===== config.mk =====
export PLATFORM = sky130hd
export DESIGN_NAME = raw_pattern_tx_flat
export DESIGN_NICKNAME = d
export VERILOG_FILES = /design/src/rtl/raw_pattern_pkg.sv /design/src/rtl/raw_pattern_tx_if.sv /design/src/rtl/raw_pattern_pixel.sv /design/src/rtl/raw_pattern_tx.sv /design/src/flat_wrapper.sv
export SDC_FILE = /design/constraint.sdc
export NUM_CORES = 1
export LEC_CHECK = 0
export ABC_AREA = 1
export ABC_CLOCK_PERIOD_IN_PS = 4800
export CORE_ASPECT_RATIO = 0.7
export CORE_MARGIN = 1.5
export CORE_UTILIZATION = 59
export DETAILED_ROUTE_END_ITERATION = 10
export PLACE_DENSITY = 0.92
export SLEW_MARGIN = 20
export SYNTH_ARGS = -nofsm -noshare
export SYNTH_HDL_FRONTEND = slang
export SYNTH_SLANG_ARGS = --single-unit

===== constraint.sdc =====
create_clock -name clk -period 4.8 [get_ports clk]
set_clock_uncertainty 0.05 [all_clocks]
set_input_delay 0.96 -clock clk [delete_from_list [all_inputs] [get_ports clk]]
set_output_delay 0.96 -clock clk [all_outputs]
set_load 0.01 [all_outputs]

===== src/rtl/raw_pattern_pkg.sv =====
// ---------------------------------------------------------------------------
// raw_pattern_pkg
// Shared types and constants for the RAW Bayer test-pattern transmitter:
// FSM state encoding, pattern_sel encodings, GRBG Bayer phase constants,
// the colour-bar RGB table and the box / checkerboard geometry.
// ---------------------------------------------------------------------------
package raw_pattern_pkg;

  localparam int CNT_W       = 16;  // width of the x/y/cycle counters
  localparam int PIX_W       = 10;  // RAW pixel width
  localparam int BOX_SIZE    = 64;  // green box edge length in pixels
  localparam int CHECK_SHIFT = 5;   // checkerboard cell = 2**CHECK_SHIFT pixels

  typedef enum logic [2:0] {
    IDLE,
    FV_LEAD,
    LINE,
    HBLANK,
    FV_TRAIL,
    VBLANK
  } state_e;

  typedef enum logic [1:0] {
    PAT_BARS    = 2'd0,
    PAT_RAMP    = 2'd1,
    PAT_BOX     = 2'd2,
    PAT_CHECKER = 2'd3
  } pattern_e;

  // Bayer phase is {y[0], x[0]}; GRBG mosaic.
  localparam logic [1:0] PH_GR = 2'b00;  // green on a red row
  localparam logic [1:0] PH_R  = 2'b01;
  localparam logic [1:0] PH_B  = 2'b10;
  localparam logic [1:0] PH_GB = 2'b11;  // green on a blue row

  // One bit per component: 1 means full scale (0x3FF), 0 means zero.
  typedef struct packed {
    logic r;
    logic g;
    logic b;
  } rgb_t;

  // Colour bars, left to right, encoded {r, g, b}.
  localparam logic [2:0] BAR_RGB [8] = '{
    3'b111,  // white
    3'b110,  // yellow
    3'b011,  // cyan
    3'b010,  // green
    3'b101,  // magenta
    3'b100,  // red
    3'b001,  // blue
    3'b000   // black
  };

  // Configuration captured at the start of every frame.
  typedef struct packed {
    pattern_e   sel;
    logic [9:0] box_x;
    logic [8:0] box_y;
  } cfg_t;

  function automatic logic [1:0] bayer_phase(input logic x0, input logic y0);
    return {y0, x0};
  endfunction

endpackage


===== src/rtl/raw_pattern_tx_if.sv =====
// ---------------------------------------------------------------------------
// raw_pattern_tx_if
// Control inputs and pixel outputs of raw_pattern_tx.
//   enable       : high starts frames and keeps them running
//   pattern_sel  : 0 bars, 1 ramp, 2 green box, 3 checkerboard
//   box_x/box_y  : top-left corner of the green box
//   pix_d        : RAW Bayer pixel, valid while pix_hs=1
//   pix_hs/pix_vs: line valid / frame valid
//   frame_done   : one-cycle pulse as pix_vs falls
//   busy         : FSM not idle
//   frame_cnt    : completed frames, wrapping
// master drives the controls (the source user), slave is the generator.
// ---------------------------------------------------------------------------
interface raw_pattern_tx_if;
  import raw_pattern_pkg::*;

  logic             enable;
  logic [1:0]       pattern_sel;
  logic [9:0]       box_x;
  logic [8:0]       box_y;
  logic [PIX_W-1:0] pix_d;
  logic             pix_hs;
  logic             pix_vs;
  logic             frame_done;
  logic             busy;
  logic [15:0]      frame_cnt;

  modport master (
    output enable, pattern_sel, box_x, box_y,
    input  pix_d, pix_hs, pix_vs, frame_done, busy, frame_cnt
  );

  modport slave (
    input  enable, pattern_sel, box_x, box_y,
    output pix_d, pix_hs, pix_vs, frame_done, busy, frame_cnt
  );

endinterface


===== src/rtl/raw_pattern_pixel.sv =====
// ---------------------------------------------------------------------------
// raw_pattern_pixel
// Purely combinational map from (x, y, latched config) to a GRBG Bayer sample.
//   x, y : pixel coordinates inside the active area
//   cfg  : pattern and box position latched at frame start
//   pix  : 10-bit RAW value for that position
// ---------------------------------------------------------------------------
module raw_pattern_pixel
  import raw_pattern_pkg::*;
#(
  parameter int H_ACTIVE = 640
) (
  input  logic [CNT_W-1:0] x,
  input  logic [CNT_W-1:0] y,
  input  cfg_t             cfg,
  output logic [PIX_W-1:0] pix
);

  localparam int BAR_W = H_ACTIVE / 8;

  logic [2:0]   bar_idx;
  logic [CNT_W:0] x_ext, y_ext;
  logic [CNT_W:0] box_x_lo, box_x_hi, box_y_lo, box_y_hi;
  logic         in_box;
  logic         chk_black;
  rgb_t         rgb;
  logic         comp;

  // Bar index by threshold compare, avoiding a divider for non-power-of-two
  // bar widths.
  // NOTE: every variable written in always_comb gets a default first so no
  // path can leave it unassigned and infer a latch.
  always_comb begin
    bar_idx = '0;
    for (int k = 1; k < 8; k++) begin
      if (x >= CNT_W'(k * BAR_W)) bar_idx = 3'(k);
    end
  end

  // One extra bit so box_x+63 / box_y+63 can never wrap below the origin.
  assign x_ext    = {1'b0, x};
  assign y_ext    = {1'b0, y};
  assign box_x_lo = (CNT_W + 1)'(cfg.box_x);
  assign box_y_lo = (CNT_W + 1)'(cfg.box_y);
  assign box_x_hi = box_x_lo + (CNT_W + 1)'(BOX_SIZE - 1);
  assign box_y_hi = box_y_lo + (CNT_W + 1)'(BOX_SIZE - 1);
  assign in_box   = (x_ext >= box_x_lo) && (x_ext <= box_x_hi) &&
                    (y_ext >= box_y_lo) && (y_ext <= box_y_hi);

  assign chk_black = x[CHECK_SHIFT] ^ y[CHECK_SHIFT];

  always_comb begin
    rgb = '0;
    case (cfg.sel)
      PAT_BARS:    rgb = rgb_t'(BAR_RGB[bar_idx]);
      PAT_BOX:     rgb.g = in_box;
      PAT_CHECKER: rgb = chk_black ? rgb_t'(3'b000) : rgb_t'(3'b111);
      default:     rgb = '0;
    endcase
  end

  always_comb begin
    comp = 1'b0;
    case (bayer_phase(x[0], y[0]))
      PH_R:    comp = rgb.r;
      PH_B:    comp = rgb.b;
      default: comp = rgb.g;  // PH_GR and PH_GB
    endcase
    pix = (cfg.sel == PAT_RAMP) ? x[PIX_W-1:0] : {PIX_W{comp}};
  end

endmodule


===== src/rtl/raw_pattern_tx.sv =====
// ---------------------------------------------------------------------------
// raw_pattern_tx
// RAW Bayer test-pattern source with parallel-sensor style framing.
//   clk : pixel clock, rising edge
//   rst : asynchronous reset, active-high
//   bus : raw_pattern_tx_if.slave (controls in, pixel stream and status out)
// Frame: FV_LEAD -> V_ACTIVE x (LINE, HBLANK) with the last HBLANK replaced
// by FV_TRAIL -> VBLANK. Every output is registered from the current state,
// so all outputs lag the state register by the same single cycle and keep
// their mutual alignment.
// ---------------------------------------------------------------------------
module raw_pattern_tx
  import raw_pattern_pkg::*;
#(
  parameter int H_ACTIVE    = 640,
  parameter int V_ACTIVE    = 480,
  parameter int H_BLANK     = 160,
  parameter int FV_LV       = 16,
  parameter int V_BLANK_CYC = 8000
) (
  input  logic              clk,
  input  logic              rst,
  raw_pattern_tx_if.slave   bus
);

  state_e            state, state_n;
  logic [CNT_W-1:0]  cnt, cnt_n;   // cycles spent in a non-LINE state
  logic [CNT_W-1:0]  x, x_n;
  logic [CNT_W-1:0]  y, y_n;
  cfg_t              cfg;
  logic              load_cfg;

  logic [PIX_W-1:0]  pix_val;
  logic              vs_now;
  logic              frame_end;

  logic [PIX_W-1:0]  pix_d_q;
  logic              pix_hs_q, pix_vs_q, frame_done_q, busy_q;
  logic [15:0]       frame_cnt_q;

  // -------------------------------------------------------------------------
  // Next-state and counter logic
  // -------------------------------------------------------------------------
  always_comb begin
    state_n  = state;
    cnt_n    = cnt;
    x_n      = x;
    y_n      = y;
    load_cfg = 1'b0;

    case (state)
      IDLE: begin
        cnt_n = '0;
        x_n   = '0;
        y_n   = '0;
        if (bus.enable) begin
          state_n  = FV_LEAD;
          load_cfg = 1'b1;
        end
      end

      FV_LEAD: begin
        if (cnt == CNT_W'(FV_LV - 1)) begin
          state_n = LINE;
          cnt_n   = '0;
          x_n     = '0;
          y_n     = '0;
        end else begin
          cnt_n = cnt + CNT_W'(1);
        end
      end

      LINE: begin
        if (x == CNT_W'(H_ACTIVE - 1)) begin
          x_n     = '0;
          cnt_n   = '0;
          state_n = (y == CNT_W'(V_ACTIVE - 1)) ? FV_TRAIL : HBLANK;
        end else begin
          x_n = x + CNT_W'(1);
        end
      end

      HBLANK: begin
        if (cnt == CNT_W'(H_BLANK - 1)) begin
          state_n = LINE;
          cnt_n   = '0;
          y_n     = y + CNT_W'(1);
        end else begin
          cnt_n = cnt + CNT_W'(1);
        end
      end

      FV_TRAIL: begin
        if (cnt == CNT_W'(FV_LV - 1)) begin
          state_n = VBLANK;
          cnt_n   = '0;
        end else begin
          cnt_n = cnt + CNT_W'(1);
        end
      end

      VBLANK: begin
        if (cnt == CNT_W'(V_BLANK_CYC - 1)) begin
          cnt_n = '0;
          // A frame in flight always completes; enable only gates the next one.
          if (bus.enable) begin
            state_n  = FV_LEAD;
            load_cfg = 1'b1;
          end else begin
            state_n = IDLE;
          end
        end else begin
          cnt_n = cnt + CNT_W'(1);
        end
      end

      default: state_n = IDLE;
    endcase
  end

  // NOTE: sequential state uses non-blocking assignments so every register
  // samples the pre-edge values regardless of statement order.
  always_ff @(posedge clk or posedge rst) begin
    if (rst) begin
      state <= IDLE;
      cnt   <= '0;
      x     <= '0;
      y     <= '0;
      cfg   <= '0;
    end else begin
      state <= state_n;
      cnt   <= cnt_n;
      x     <= x_n;
      y     <= y_n;
      // Controls are sampled only on frame entry so mid-frame changes cannot
      // tear the image.
      if (load_cfg) begin
        cfg <= '{sel:   pattern_e'(bus.pattern_sel),
                 box_x: bus.box_x,
                 box_y: bus.box_y};
      end
    end
  end

  // -------------------------------------------------------------------------
  // Pixel generator
  // -------------------------------------------------------------------------
  raw_pattern_pixel #(
    .H_ACTIVE (H_ACTIVE)
  ) u_pixel (
    .x   (x),
    .y   (y),
    .cfg (cfg),
    .pix (pix_val)
  );

  // -------------------------------------------------------------------------
  // Registered outputs
  // -------------------------------------------------------------------------
  assign vs_now    = state inside {FV_LEAD, LINE, HBLANK, FV_TRAIL};
  // pix_vs is about to drop: the trail has just finished.
  assign frame_end = pix_vs_q & ~vs_now;

  always_ff @(posedge clk or posedge rst) begin
    if (rst) begin
      pix_d_q      <= '0;
      pix_hs_q     <= 1'b0;
      pix_vs_q     <= 1'b0;
      frame_done_q <= 1'b0;
      busy_q       <= 1'b0;
      frame_cnt_q  <= '0;
    end else begin
      pix_hs_q     <= (state == LINE);
      pix_d_q      <= (state == LINE) ? pix_val : '0;
      pix_vs_q     <= vs_now;
      frame_done_q <= frame_end;
      busy_q       <= (state != IDLE);
      if (frame_end) frame_cnt_q <= frame_cnt_q + 16'd1;
    end
  end

  assign bus.pix_d      = pix_d_q;
  assign bus.pix_hs     = pix_hs_q;
  assign bus.pix_vs     = pix_vs_q;
  assign bus.frame_done = frame_done_q;
  assign bus.busy       = busy_q;
  assign bus.frame_cnt  = frame_cnt_q;

endmodule


===== src/flat_wrapper.sv =====
// flat-port wrapper written by rule: the top's interface ports become plain ports
module raw_pattern_tx_flat import raw_pattern_pkg::*;
#(
  parameter int H_ACTIVE    = 640,
  parameter int V_ACTIVE    = 480,
  parameter int H_BLANK     = 160,
  parameter int FV_LV       = 16,
  parameter int V_BLANK_CYC = 8000
)
  (clk, rst, bus_enable, bus_pattern_sel, bus_box_x, bus_box_y, bus_pix_d, bus_pix_hs, bus_pix_vs, bus_frame_done, bus_busy, bus_frame_cnt);
  raw_pattern_tx_if bus_i ();
  input  logic clk;
  input  logic rst;
  input wire logic [$bits(bus_i.enable)-1:0] bus_enable;
  input wire logic [$bits(bus_i.pattern_sel)-1:0] bus_pattern_sel;
  input wire logic [$bits(bus_i.box_x)-1:0] bus_box_x;
  input wire logic [$bits(bus_i.box_y)-1:0] bus_box_y;
  output wire logic [$bits(bus_i.pix_d)-1:0] bus_pix_d;
  output wire logic [$bits(bus_i.pix_hs)-1:0] bus_pix_hs;
  output wire logic [$bits(bus_i.pix_vs)-1:0] bus_pix_vs;
  output wire logic [$bits(bus_i.frame_done)-1:0] bus_frame_done;
  output wire logic [$bits(bus_i.busy)-1:0] bus_busy;
  output wire logic [$bits(bus_i.frame_cnt)-1:0] bus_frame_cnt;
  assign bus_i.enable = bus_enable;
  assign bus_i.pattern_sel = bus_pattern_sel;
  assign bus_i.box_x = bus_box_x;
  assign bus_i.box_y = bus_box_y;
  assign bus_pix_d = bus_i.pix_d;
  assign bus_pix_hs = bus_i.pix_hs;
  assign bus_pix_vs = bus_i.pix_vs;
  assign bus_frame_done = bus_i.frame_done;
  assign bus_busy = bus_i.busy;
  assign bus_frame_cnt = bus_i.frame_cnt;
  raw_pattern_tx #(.H_ACTIVE(H_ACTIVE), .V_ACTIVE(V_ACTIVE), .H_BLANK(H_BLANK), .FV_LV(FV_LV), .V_BLANK_CYC(V_BLANK_CYC)) u_core (.clk(clk), .rst(rst), .bus(bus_i));
endmodule

==> impl_metrics.toml, run 1 <==
[outcome]
outcome = "completed"

[worst_setup_path]
cp-end-kind = "register"
crit_type = "register to register"
r2r-start = "u_core.cfg[0]"
rr_endpoint = "u_core.bus.pix_d[2]"
worstSetupEndpoint = "u_core.bus.pix_d[2]"
start_kind = "register"
critPathMaxFanout = 10
cp.required_ns = 5.00
critPathArrivalTime_ns = 3.07
crit_path_start = "u_core.cfg[0]"
reg2reg_depth = 21
rrSetupSlack_ns = 1.94

[finish]
drive_above_1_share = 0.0669
layout_commonest_cell = "nand2_1"
area_delta_synth_final_pct = 14.9
insertedDiodeCount = 0
instances_no_fill = 1065
nets = 984
n_fill_cell = 858
mostFrequentLayoutCells = "194 x nand2_1, 123 x inv_1, 102 x dfrtp_1"

[sta]
slew_headroom = 0.514
setup-tns-final_ns = 0
fin_hold_ws_ns = 0.418
hold_viol_final = 0
tightest_slew_ns = 0.729
max_freq_ghz = 0.349
rsz0062_at_grt = "no"
fin_crit_sh = 0.597
setup_viol = 0
drv_slew = 0
min_period_ns = 2.86

[die]
dieArea_um2 = 11800
initial_core_util = 0.603
die_h_um = 91.4
boundaryPins = 54
fp.coreArea_um2 = 10900
die_x_um = 129
rows = 32

[routing]
dr_wl_met2_mm = 6.73
wl_met1_mm = 7.40
wl_per_cell_um = 14.3
ant_nets = 0
routed-via-count = 5805
drtIter0Drc = 532
via_per_inst = 5.45
wl_met3_um = 961
wl_mm = 15.3
first_pass_iters = 5
top_layer = "met4"
drc = 0

[global_routing]
grt_pass1_wl_mm = 26.0
grt-ovfl-total = 0
antenna_found_initial = 0
grt_max_degree = 83
grt_pass1_vias = 5510
grt_use_total = 0.275

[logic_synthesis]
ys_ff_latch = 102
synth-seq-area-share = 0.387
avgSynthCellArea_um2 = 7.74
synth-edff-count = 0
synth_cell_types = 46
synthFlopType = "dfrtp_1"
yosys_warnings = 0
synth_fp_nets = 929
syn_area_um2 = 6590
synthArstFlopShare = 1.00
synth_cells = 852

[pwr]
p_int_mw = 2.03
ir_worst_vdd_mv = 0.344
swShare = 0.442
p_per_area_nw_per_um2 = 480
pwr-share-clk = 0.200
power_frac_comb = 0.469
pwr-share-seq = 0.332
switching_power_mw = 1.61
power_leakage_nw = 3.71

[clocking]
cts_root_buffer = "clkbuf_16"
postCtsHoldBufs = 0
ctsResizeCount = 0
post_cts_buffers = 0
htree_levels = 3
clk_latency_ns = 0.35
cts_sinks = 102
cts_buffer_depth = 2
path_clk_slew_ns = 0.07
cts_tree = "done"
cts-buffers-inserted = 9

[min_path]
min_path_type = "register to register"
min_from = "u_core.bus.frame_cnt[15]"

[placement]
finalWeightedCongestion = 0.940
dp_hpwl_mm = 11.2
dp_cells = 1049
port_buffers = 53

[job]
max_cap_viol_count = 0
## registers in the layout (all words and copies together) (netlist names)
name,cells
u_core.bus.busy,1
u_core.bus.frame_cnt,16
u_core.bus.frame_done,1
u_core.bus.pix_d,10
u_core.bus.pix_hs,1
u_core.bus.pix_vs,1
u_core.cfg,21
u_core.cnt,16
u_core.state,3
u_core.x,16
u_core.y,16
## power by group through the flow
stage / logic (mW) / registers, mW / clock network [mW]
4_1_cts: 1.69 / 1.20 / 0.732
2_1_floorplan: 1.17 / 1.21 / 0
3_3_place_gp: 1.60 / 1.21 / 0
5_1_grt: 1.92 / 1.23 / 0.770
3_5_place_dp: 1.67 / 1.21 / 0
6_report: 1.70 / 1.21 / 0.726
## final cells by class
cell class / instances / area, um2 / area share
inverter: 136 / 515 / 0.0681
sequential: 102 / 2550 / 0.337
timing repair buffer: 54 / 538 / 0.0710
multi-input combinational: 604 / 3480 / 0.460
tap: 153 / 191 / 0.0253
clock buffer: 9 / 225 / 0.0297
clock inverter: 7 / 67.6 / 0.00892
## per-stage QoR
step	util	setup slack [ns]	area, um2	power [mW]
detailed placement	0.666	1.94	7280	2.88
global placement	0.666	1.95	7280	2.81
floorplan	-	1.11	6590	2.38
global route	0.693	1.68	7570	3.92
finish	0.693	1.94	7570	3.64
CTS	0.693	1.98	7570	3.63
## synth_stat cells, types with 11 or more instances
cell type	count	area, um2
a21oi_1	41	205
dfrtp_1	102	2550
ha_1	53	663
inv_1	124	465
inv_2	11	41.3
nand2_1	195	732
nand3_1	42	210
nand4_1	17	106
nor2_1	70	263
nor3_1	27	135
o21ai_0	52	260
xor2_1	33	289
## critical path: stages (launching register included)
cell	delay [ns]
dfrtp_1	0.38
inv_1	0.16
nand3_1	0.14
nor3_1	0.24
a21oi_1	0.16
xor2_1	0.17
ha_1	0.31
nand2_1	0.11
a21oi_1	0.16
nor2_1	0.07
nand2_1	0.06
nand2_1	0.04
nand2_1	0.05
nand2_1	0.07
nand2_1	0.07
nor2_1	0.04
nand2_1	0.05
nand2_1	0.05
nand2_1	0.10
nand3_4	0.14
nand2_1	0.10
inv_1	0.04
## how the worst min path moves through the flow
stage               slack (ns)                       end  cells past startpoint
floorplan                 0.40              u_core.y[15]                      2
CTS                       0.43  u_core.bus.frame_cnt[15]                      1
global route              0.46  u_core.bus.frame_cnt[15]                      1
global placement          0.41  u_core.bus.frame_cnt[15]                      1
detailed placement        0.41  u_core.bus.frame_cnt[15]                      1
finish                    0.42  u_core.bus.frame_cnt[15]                      1
## kinds of logic (layout without fill, tap and decap cells)
group | after synthesis | after routing | share of synthesized area
flops | 102 | 102 | 0.387
fa+ha+maj | 53 | 53 | 0.101
buf+inv | 146 | 206 | 0.0845
compound gates | 119 | 119 | 0.102
simple gates | 391 | 391 | 0.271
xor+xnor | 41 | 41 | 0.0545
## per-layer routing
metal	global-route usage	vias to the layer above
li1	-	2879
met1	0.402	2735
met2	0.419	174
met3	0.0530	17
met4	0.0665	0
met5	0	-
(Power assumes the default switching activity.)
==> run 2: changes to the inputs <==
- ABC_CLOCK_PERIOD_IN_PS: 4800 -> 2700
- clock period: 4.8 -> 2.7 ns (I/O delays scaled with it)
==> impl_metrics.toml, run 2 (synthesized netlist as in run 1, its figures left out) <==
[placement]
port_buffers = 53
dp_hpwl_mm = 11.8
dp_cells = 1059
post-place-ws_ns = -0.0763
finalWeightedCongestion = 0.942

[clocking]
cts_buffer_depth = 2
path_clk_slew_ns = 0.07
cts_sinks = 102
cts-buffers-inserted = 9
clk_latency_ns = 0.35
cts_tree = "done"
cts_root_buffer = "clkbuf_16"
postCtsHoldBufs = 0
htree_levels = 3

[finish]
nets = 1006
area_delta_synth_final_pct = 20.1
instances_no_fill = 1086
largest_register = "u_core.cfg"
mostFrequentLayoutCells = "188 x nand2_1, 113 x inv_1, 102 x dfrtp_1"
layout_commonest_cell = "nand2_1"
insertedDiodeCount = 0
fin_util = 0.724
drive_above_1_share = 0.122
largest_register_ff_count = 21
seqCellArea_um2 = 2550
n_fill_cell = 820
multi_input_area_um2 = 3640

[routing]
wl_mm = 16.9
first_pass_iters = 6
ant_nets = 0
drtIter0Drc = 494
drc = 0
wl_per_cell_um = 15.6
routed-via-count = 6155
via_per_inst = 5.67

[worst_setup_path]
rr_endpoint = "u_core.bus.pix_d[9]"
crit_type = "register to register"
worstSetupEndpoint = "u_core.bus.pix_d[9]"
r2r-start = "u_core.cfg[0]"
critPathMaxFanout = 5
crit_path_start = "u_core.cfg[0]"
rrSetupSlack_ns = -0.003
start_kind = "register"
reg2reg_depth = 22
critPathArrivalTime_ns = 2.95
cp.required_ns = 2.95
cp-end-kind = "register"

[global_routing]
antenna_found_initial = 0
grt_use_total = 0.285
grt_max_degree = 43
grt_pass1_wl_mm = 26.9
grt_pass1_vias = 5811
grt-ovfl-total = 0

[die]
die_x_um = 129
die_h_um = 91.4
fp.coreArea_um2 = 10900
boundaryPins = 54
dieArea_um2 = 11800
initial_core_util = 0.603
rows = 32

[pwr]
power_leakage_nw = 3.83
finalPower_mw = 7.16
p_per_area_nw_per_um2 = 904
ir_worst_vdd_mv = 0.635

[sta]
rsz0062_at_grt = "yes"
setup_ws_ns = -0.00339
slew_headroom = 0.633
fin_crit_sh = 1.00
tightest_slew_ns = 0.550
drv_slew = 0
setup_viol = 1
min_period_ns = 2.70
max_freq_ghz = 0.370
hold_viol_final = 0

[min_path]
min_from = "u_core.bus.frame_cnt[15]"
min_path_type = "register to register"

[job]
max_cap_viol_count = 0

[outcome]
violations = "setup timing"
outcome = "finished with violations"
## run 2: cell types whose count changed in the layout (fill, tap and decap cells not counted), moves of 6 or more
cell / before / now
buf_4: 1 / 20
inv_1: 123 / 113
inv_2: 11 / 21
nand2_1: 194 / 188
nand2_2: 7 / 13
## run 2: per-layer routing
metal,up-vias,wire (um),global-route usage
met2,323,7670,0.438
met4,0,412,0.0787
met1,2856,7380,0.403
li1,2922,-,-
met3,54,1460,0.0660
met5,-,0,0
## run 2: worst min path at each step
stage | endpoint | depth (start not counted) | slack (ns)
after floorplan | u_core.y[15] | 2 | 0.40
after global placement | u_core.bus.frame_cnt[15] | 1 | 0.41
after detailed placement | u_core.bus.frame_cnt[15] | 1 | 0.42
after CTS | u_core.bus.frame_cnt[15] | 1 | 0.43
after global routing | u_core.bus.frame_cnt[15] | 1 | 0.45
final | u_core.bus.frame_cnt[15] | 1 | 0.43
## run 2: through the flow
| stage | TNS, ns | area, um2 | hold slack, ns |
|---|---|---|---|
| after floorplan | 0 | 6600 | 0.402 |
| after global placement | 0 | 7380 | 0.413 |
| after detailed placement | -0.684 | 7380 | 0.421 |
| after CTS | 0 | 7700 | 0.431 |
| after global routing | -1.56 | 7910 | 0.445 |
| final | -0.00339 | 7910 | 0.428 |
## run 2: worst max-delay path, stage by stage, from the launching register on
cell     delay (ns)
dfrtp_1        0.41
inv_2          0.15
nand3_4        0.11
nor3_4         0.17
buf_4          0.14
buf_4          0.10
xor2_1         0.14
ha_1           0.27
nand2_1        0.08
a21oi_1        0.06
nor2_1         0.09
nand2_1        0.07
nand2_1        0.06
nand2_1        0.05
nand2_1        0.10
nand2_1        0.06
nor2_1         0.09
nand2_1        0.05
nand2_1        0.07
nand2_2        0.11
nand3_4        0.12
nand2_1        0.07
inv_1          0.05
## run 2: area by class of cell
| type | count | share of cell area |
|---|---|---|
| repair buffers | 75 | 0.0911 |
| clock inverters | 6 | 0.00870 |
| well taps | 153 | 0.0242 |
| clock buffers | 9 | 0.0285 |
| flip-flops and latches | 102 | 0.323 |
| multi-input cells | 605 | 0.460 |
| inverters | 136 | 0.0650 |
## run 2: power by group
part,switching (mW),internal (mW)
clock,0.601,0.722
combinational,2.27,1.36
sequential,0.335,1.87
total,3.20,3.95
## run 2: repair_timing
action | in CTS | in global routing
setup endpoints to repair | 10 | 10
gates resized for setup | 5 | 38
gates cloned | 0 | 1
setup buffers | 1 | 10
pin swaps | 1 | 8
==> run 3: changes to the inputs <==
- ABC_AREA: 1 -> unset
==> impl_metrics.toml, run 3 <==
[logic_synthesis]
synthArstFlopShare = 1.00
synth_cell_types = 65
synthDominantCellAreaShare = 0.396
ys_ff_latch = 102
synthTopCellsByArea = "dfrtp_1 40%, ha_1 10%, xnor2_1 5.2%, nand2_1 5.0%, o21ai_0 4.6%"
synthFlopType = "dfrtp_1"
synth-seq-area-share = 0.396
synth_top_cell_by_area = "dfrtp_1"
synth.most_common_cell = "dfrtp_1"
synth-edff-count = 0
synth_cells = 722
synth_fp_nets = 799
yosys-top-cells-count = "102 x dfrtp_1, 85 x nand2_1, 59 x o21ai_0"
avgSynthCellArea_um2 = 8.93
yosys_warnings = 0
syn_area_um2 = 6440

[outcome]
violations = "setup timing"
outcome = "finished with violations"

[global_routing]
grt_pass1_vias = 5759
grt_pass1_wl_mm = 27.9
grt_use_total = 0.297
grt-ovfl-total = 0
grt_max_degree = 103
antenna_found_initial = 0

[pwr]
power_leakage_nw = 3.36
p_per_area_nw_per_um2 = 847
ir_worst_vdd_mv = 0.529
finalPower_mw = 6.63

[worst_setup_path]
worstPathCellList = "nor4_4, buf_4, nand2_2, xnor2_1, ha_1, o21ai_0, o21ai_1, o31ai_1, nand4_1, buf_4, buf_6, a21oi_2"
worst-path-buf-inv = 3
start_kind = "register"
crit_path_frequent_cell = "buf_4"
crit_family = "compound AO/OA/AOI/OAI gates"
cpMaxStageDelayCell = "dfrtp_2"
max_stage_delay_ns = 0.44
crit_type = "register to register"
rrSetupSlack_ns = -0.09
critPathMaxFanout = 5
cp-end-kind = "register"
critPathArrivalTime_ns = 3.01
cp.required_ns = 2.93

[die]
rows = 31
initial_core_util = 0.615
boundaryPins = 54
dieArea_um2 = 11600
die_x_um = 128
die_h_um = 90.4
fp.coreArea_um2 = 10500

[finish]
largest_register_ff_count = 21
mostFrequentLayoutCells = "100 x dfrtp_1, 84 x nand2_1, 55 x o21ai_0"
insertedDiodeCount = 0
n_fill_cell = 689
drive_above_1_share = 0.118
largest_register = "u_core.cfg"
layout_commonest_cell = "dfrtp_1"
area_delta_synth_final_pct = 21.4
nets = 873

[sta]
setup_ws_ns = -0.0881
tightest_slew_ns = 0.876
rsz0062_at_grt = "yes"
slew_headroom = 0.416
setup_viol = 10
setup-tns-final_ns = -0.698
hold_viol_final = 0
fin_crit_sh = 1.03
max_freq_ghz = 0.359
drv_slew = 0
min_period_ns = 2.79

[job]
max_cap_viol_count = 0

[clocking]
cts_tree = "done"
cts-buffers-inserted = 9
clk_latency_ns = 0.35
cts_buffer_depth = 2
htree_levels = 3
cts_sinks = 102
path_clk_slew_ns = 0.07
cts_root_buffer = "clkbuf_16"

[placement]
finalWeightedCongestion = 0.966
dp_hpwl_mm = 11.6
port_buffers = 53

[routing]
drc = 0
via_per_inst = 6.62
drtIter0Drc = 678
wl_mm = 17.4
wl_per_cell_um = 18.6
routed-via-count = 6173
ant_nets = 0
first_pass_iters = 5

[min_path]
min_path_type = "register to register"
-- run 3: layer usage --
metal / routed length, um / track usage
met1: 7190 / 0.408
met4: 479 / 0.108
met2: 8110 / 0.471
met5: 0 / 0
met3: 1590 / 0.0551
-- run 3: logic make-up after synthesis --
| group | synth area share |
|---|---|
| and+or+nand+nor | 0.218 |
| muxes | 0.00330 |
| xor gates and xnor gates | 0.0612 |
| DFF | 0.396 |
| buffers and inverters | 0.0417 |
| adders and majority gates | 0.104 |
| AOI/OAI and AO/OA | 0.175 |
-- run 3: final timing paths --
kind / from / end / depth (start not counted)
min in group asynchronous: rst / u_core.cnt[5] / 3
min: u_core.bus.frame_cnt[15] / u_core.bus.frame_cnt[15] / 1
max: u_core.cfg[11] / u_core.bus.pix_d[9] / 12
max reg2reg: u_core.cfg[11] / u_core.bus.pix_d[9] / 12
min reg2reg: u_core.bus.frame_cnt[15] / u_core.bus.frame_cnt[15] / 1
max in group asynchronous: rst / u_core.cfg[15] / 3
-- run 3: where the power goes --
group          leakage, nW  internal, mW  total (mW)  switching (mW)
clock network        0.150         0.818        1.43           0.616
registers             1.37          1.83        2.14           0.316
logic                 1.84          1.25        3.05            1.79
total                 3.36          3.90        6.63            2.73
-- run 3: through the flow --
step | std cells | utilization | setup slack (ns) | hold slack [ns] | area (um2)
after floorplan | 722 | - | 0.172 | 0.444 | 6450
after global placement | 910 | 0.695 | 0.0700 | 0.410 | 7280
after detailed placement | 910 | 0.695 | -0.188 | 0.415 | 7280
after CTS | 927 | 0.731 | -0.00292 | 0.426 | 7650
after global routing | 932 | 0.747 | -0.192 | 0.453 | 7820
final | 932 | 0.747 | -0.0881 | 0.422 | 7820
-- run 3: repair_timing --
action / CTS / global route
resized for setup: 9 / 34
gates cloned: 0 / 1
hold buffers: 0 / 0
pin swaps: 4 / 12
setup buffers: 2 / 4
endpoints found under the setup margin: 10 / 25
-- run 3: worst reg2reg max path, delay by kind of cell, from the launching register on --
kind	cells	cell delay [ns]
adder cells (fa/ha/maj)	1	0.33
AO/OA/AOI/OAI	4	0.76
buffers and inverters	3	0.49
XOR/XNOR	1	0.14
flip-flops	1	0.44
AND/OR/NAND/NOR	3	0.51
-- run 3: final cells by class --
cell class / count / area (um2) / share of cell area
inverters: 39 / 150 / 0.0192
flip-flops and latches: 102 / 2550 / 0.327
well taps: 132 / 165 / 0.0211
repair buffers: 93 / 855 / 0.109
clock inverters: 6 / 95.1 / 0.0122
clock buffers: 9 / 225 / 0.0288
multi-input cells: 551 / 3780 / 0.483
